===== config.mk =====
export PLATFORM = sky130hd
export DESIGN_NAME = mult_seq
export DESIGN_NICKNAME = d
export VERILOG_FILES = /design/src/rtl/mult_seq.sv
export SDC_FILE = /design/constraint.sdc
export NUM_CORES = 1
export LEC_CHECK = 0
export ABC_AREA = 0
export BUFFER_PORTS_ARGS = -buffer_cell sky130_fd_sc_hd__buf_2
export CAP_MARGIN = 20
export CORE_MARGIN = 8
export CORE_UTILIZATION = 35
export DETAILED_ROUTE_END_ITERATION = 10
export PLACE_DENSITY = 0.58
export SYNTH_ARGS = -nofsm -noshare
export SYNTH_HDL_FRONTEND = slang
export SYNTH_SLANG_ARGS = --single-unit

===== constraint.sdc =====
create_clock -name clk -period 1.6 [get_ports clk]
set_input_delay 0.16 -clock clk [delete_from_list [all_inputs] [get_ports clk]]
set_output_delay 0.16 -clock clk [all_outputs]
set_load 0.05 [all_outputs]

===== src/rtl/mult_seq.sv =====
// -----------------------------------------------------------------------------
// mult_seq
//   Sequential 4x4 unsigned shift-add multiplier (controller + datapath).
//   Works beside an external load-enabled operand register (mreg): this block
//   strobes mreg's load enable (c1) for one cycle so mreg captures the
//   multiplicand from the shared bus, then loads the multiplier from the same
//   bus and performs four add/shift steps, producing an 8-bit product {A,Q}
//   with a one-cycle done pulse.
//
// Ports
//   clk    in   1  system clock, rising edge
//   rstn   in   1  synchronous active-low reset
//   start  in   1  multiply request, sampled only in IDLE
//   ia     in   4  shared operand bus (multiplicand in LDM, multiplier in LDQ)
//   mq     in   4  multiplicand from mreg.q
//   c1     out  1  mreg load strobe, high only in LDM
//   busy   out  1  high in LDM, LDQ and RUN
//   done   out  1  one-cycle pulse in DONE
//   p      out  8  product {A,Q}
// -----------------------------------------------------------------------------
module mult_seq (
    input  logic       clk,
    input  logic       rstn,
    input  logic       start,
    input  logic [3:0] ia,
    input  logic [3:0] mq,
    output logic       c1,
    output logic       busy,
    output logic       done,
    output logic [7:0] p
);

    typedef enum logic [2:0] {
        IDLE = 3'd0,
        LDM  = 3'd1,
        LDQ  = 3'd2,
        RUN  = 3'd3,
        DONE = 3'd4
    } state_t;

    state_t     state;
    state_t     state_nxt;
    logic [3:0] acc;      // A: upper half of the product
    logic [3:0] mlt;      // Q: multiplier, shifted out as product low bits
    logic [1:0] cnt;
    logic [4:0] sum;

    // State register
    always_ff @(posedge clk) begin
        if (!rstn) begin
            state <= IDLE;
        end else begin
            state <= state_nxt;
        end
    end

    // Next-state and Moore outputs
    always_comb begin
        state_nxt = state;
        c1        = 1'b0;
        busy      = 1'b0;
        done      = 1'b0;
        case (state)
            IDLE: begin
                if (start) begin
                    state_nxt = LDM;
                end
            end
            LDM: begin
                c1        = 1'b1;
                busy      = 1'b1;
                state_nxt = LDQ;
            end
            LDQ: begin
                busy      = 1'b1;
                state_nxt = RUN;
            end
            RUN: begin
                busy = 1'b1;
                if (cnt == 2'd3) begin
                    state_nxt = DONE;
                end
            end
            DONE: begin
                done      = 1'b1;
                state_nxt = IDLE;
            end
            default: begin
                state_nxt = IDLE;
            end
        endcase
    end

    // 5-bit partial sum; bit 4 is the carry that becomes the new A[3]
    always_comb begin
        sum = {1'b0, acc} + (mlt[0] ? {1'b0, mq} : 5'd0);
    end

    // Datapath: A, Q and step counter
    always_ff @(posedge clk) begin
        if (!rstn) begin
            acc <= 4'd0;
            mlt <= 4'd0;
            cnt <= 2'd0;
        end else begin
            case (state)
                LDQ: begin
                    acc <= 4'd0;
                    mlt <= ia;
                    cnt <= 2'd0;
                end
                RUN: begin
                    // Right shift of {carry, A, Q}: sum[0] drops into Q[3]
                    acc <= sum[4:1];
                    mlt <= {sum[0], mlt[3:1]};
                    cnt <= cnt + 2'd1;
                end
                default: begin
                    acc <= acc;
                    mlt <= mlt;
                    cnt <= cnt;
                end
            endcase
        end
    end

    assign p = {acc, mlt};

endmodule


==> key figures <==
Routing
  • Pre-antenna DRT Iters: 2
  • Iter 0 DRT Violations: 3
  • Routed Antenna Nets: 0
  • Routed WL: 1673 µm
  • Vias: 652
  • Drt drc: 0
  • Routed wire length per instance: about 12 µm
  • Avg Vias per Cell: a little under 5

Yosys
  • Yosys top cell by area: dfxtp_1
  • Synth Area per Inst: 9.027 µm²
  • Synth area leaders: dfxtp_1 (34%), ha_1 (8.3%), nand2_1 (5.4%)
  • Syn. warnings: 0
  • Most frequent cells after synthesis: dfxtp_1 (13), nand2_1 (11), nand3_1 (7)
  • Yosys cell types: 28
  • Mapped Nets: 101
  • Cell area after synthesis: between 700 and 800 µm²
  • Number of synthesized flops with an enable pin: 0
  • Most common cell in the netlist: dfxtp_1
  • FFs w/ async S/R, synth: 0%
  • Sequential-to-total area share from yosys stat: 34.32%
  • Post-synthesis cell count: 84
  • Ys flop type: dfxtp_1
  • Yosys top cell area share: between 30 and 40%
  • Yosys reg bits: 13

Place
  • Post-DP HPWL: 1297 µm
  • Count of input and output buffers: 21
  • Placed Instance Area: 884.6 µm²
  • Routability cong.: ~0.85
  • Worst slack, placed: 0.07929 ns

STA
  • Final setup skew: 0.006005 ns
  • Final setup fails: 0
  • Worst hold slack: around 0.16 ns
  • Slew Limit Fails: 0
  • Setup slack after layout: 0.1034 ns
  • Crit path time final: 1.497 ns
  • Worst slew pin tran: between 0.3 and 0.4 ns
  • Relative slew slack: 74.85%
  • Final period utilization: 93.54%
  • Setup_tns: 0 ns
  • RSZ-0062 raised after global routing: no
  • Hold Fails Final Rpt: 0
  • Max Clock Freq: roughly 0.67 GHz

Die
  • Die W: 62.55 µm
  • Num ports: 22
  • Die area: 3912 µm²
  • Initial Utilization: 35.65%
  • Core area: 2127 µm²
  • Rows: 17
  • Die Y: 62.55 µm

Clocking
  • Clk Latency, worst-skew pair: approximately 0.28 ns
  • Clock transition at the registers of the reported paths: approximately 0.08 ns
  • Num CTS Buffers: 3
  • TritonCTS clock tree: yes
  • H-Tree Depth: 1
  • Clk buf depth: 2
  • Clock sink count: 13
  • CTS Root Cell: clkbuf_4

Power
  • Clk pwr share: 26.9%
  • Switching share of total power: 34.19%
  • Sequential Power Share: a little under half
  • VDD IR-drop max: 0.0005415 V
  • Static Leak: 0.4723 nW
  • Combinational Power Share: 26.2%
  • P_sw: 263.1 µW
  • Internal: 506.6 µW
  • Cell Pwr Density: 834.7 nW/µm²

Worst setup path
  • Required @ worst endpoint: 1.82 ns
  • Crit path kind: flop to flop
  • Worst R2R Start: mlt[0]
  • Reg2reg path depth: 8
  • Crit-path max FO: 3
  • CP Capture Type: flop
  • FF-to-FF End: acc[3]
  • Critical path destination: acc[3]
  • WP data arrival: 1.72 ns
  • Worst setup SP type: flop
  • Worst R2R Setup Slack: 0.10 ns
  • Crit. Startpoint: mlt[0]

Final layout
  • Cell area after layout: a little over 900 µm²
  • Share of post-route cells with drive strength above 1: 35.51%
  • Utilization after layout: between 40% and 50%
  • Antenna cells: 0
  • Final nets: 125
  • Area growth, synth to finish: 21.62%

GRT
  • Gr ovfl total: 0
  • Initial antenna violation count: 0
  • Largest net degree at the start of global routing: 15
  • Global-route wire length before repair: 2898 µm
  • GR Util All Layers: ~9%
  • Vias in the first global route: 663

Run status
  • Outcome: finished clean

Job
  • MaxCap Viol Count: 0

Worst hold path
  • Worst Hold Class: input port to flop
## critical path, stage by stage (launching register included)
cell and delay, ns:
dfxtp_4 0.34, and2_1 0.11, ha_2 0.17, inv_1 0.05
fa_1 0.37, inv_2 0.09, a21o_1 0.12, a21oi_1 0.06
o21ai_1 0.12
## registers in the layout (all words and copies together) (netlist names)
register	cells
state	3
mlt	4
cnt	2
acc	4
## final cells by class
| class | instances | area (µm²) |
|---|---|---|
| Multi-Input combinational cell | 62 | 450.4 |
| Clock inverter | 1 | 5.005 |
| Sequential cell | 13 | 266.5 |
| Clock buffer | 3 | 22.52 |
| Inverter | 4 | 15.01 |
| Tap cell | 28 | 35.03 |
| Fill cell | 219 | 1205 |
| Timing Repair Buffer | 24 | 127.6 |
## cells in the final DEF (no fill, tap or decap)
cell | Yosys | layout
nand2b_1 | 2 | 2
o211a_1 | 4 | 4
nand4_1 | 1 | 1
and2b_4 | 1 | 1
and2_1 | 5 | 5
nor3b_2 | 1 | 2
nor3b_1 | 2 | 1
nand2_1 | 11 | 11
o21ai_1 | 2 | 2
nand3_1 | 7 | 7
mux2i_1 | 4 | 4
dfxtp_4 | 0 | 1
a21boi_2 | 1 | 1
ha_1 | 5 | 4
ha_2 | 0 | 1
o21bai_1 | 1 | 1
nor2_1 | 3 | 3
buf_4 | 1 | 3
buf_2 | 2 | 21
clkinv_2 | 0 | 1
dfxtp_2 | 0 | 2
or2b_1 | 1 | 1
clkbuf_4 | 0 | 3
inv_1 | 4 | 3
dfxtp_1 | 13 | 10
a21oi_2 | 1 | 1
a21boi_1 | 2 | 2
fa_1 | 1 | 1
nand3b_1 | 1 | 1
inv_2 | 0 | 1
a21oi_1 | 3 | 3
o211ai_1 | 2 | 2
a21o_1 | 1 | 1
## how the worst min path moves through the flow
stage	cells past startpoint	endpoint	start	slack (ns)
2_1_floorplan	1	acc[0]	rstn	0.31
3_3_place_gp	3	state[0]	start	0.44
3_5_place_dp	3	state[0]	start	0.45
4_1_cts	3	state[0]	start	0.15
5_1_grt	3	state[0]	start	0.15
6_report	3	state[0]	start	0.16
## metrics by stage
| step | instances | total power, mW |
|---|---|---|
| 3_5_place_dp | 130 | 0.5685 |
| 3_3_place_gp | 130 | 0.5657 |
| 5_1_grt | 135 | 0.8133 |
| 2_1_floorplan | 84 | 0.5260 |
| 4_1_cts | 134 | 0.7781 |
| 6_report | 135 | 0.7697 |
## per-layer routing
layer / wire length, µm / track usage (%) / vias to the layer above
met4: 47 / 4.558 / 0
li1: - / - / 335
met2: 771 / 14.62 / 17
met3: 107 / 5.556 / 6
met5: 0 / 0 / -
met1: 746 / 9.175 / 294
## power by group through the flow
stage | Sequential, mW | Combinational, mW | Clock (mW)
5_1_grt | 0.364 | 0.218 | 0.232
6_report | 0.361 | 0.201 | 0.207
2_1_floorplan | 0.400 | 0.126 | 0
4_1_cts | 0.364 | 0.197 | 0.217
3_3_place_gp | 0.370 | 0.196 | 0
3_5_place_dp | 0.372 | 0.197 | 0
## timing repair
| item | CTS | global route |
|---|---|---|
| hold buffers | 0 | 0 |
| endpoints found under the setup margin | 0 | 3 |
| gates resized for setup | 0 | 2 |
| buffers inserted | 0 | 1 |
## logic make-up after synthesis
family,Yosys count,synth area share [%]
multiplexers,4,5.281
adder cells (fa/ha/maj),6,10.89
flip-flops,13,34.32
AO/OA/AOI/OAI,17,17.16
buffers and inverters,9,7.260
AND/OR/NAND/NOR,35,25.08
Power figures use the tool's default switching activity.
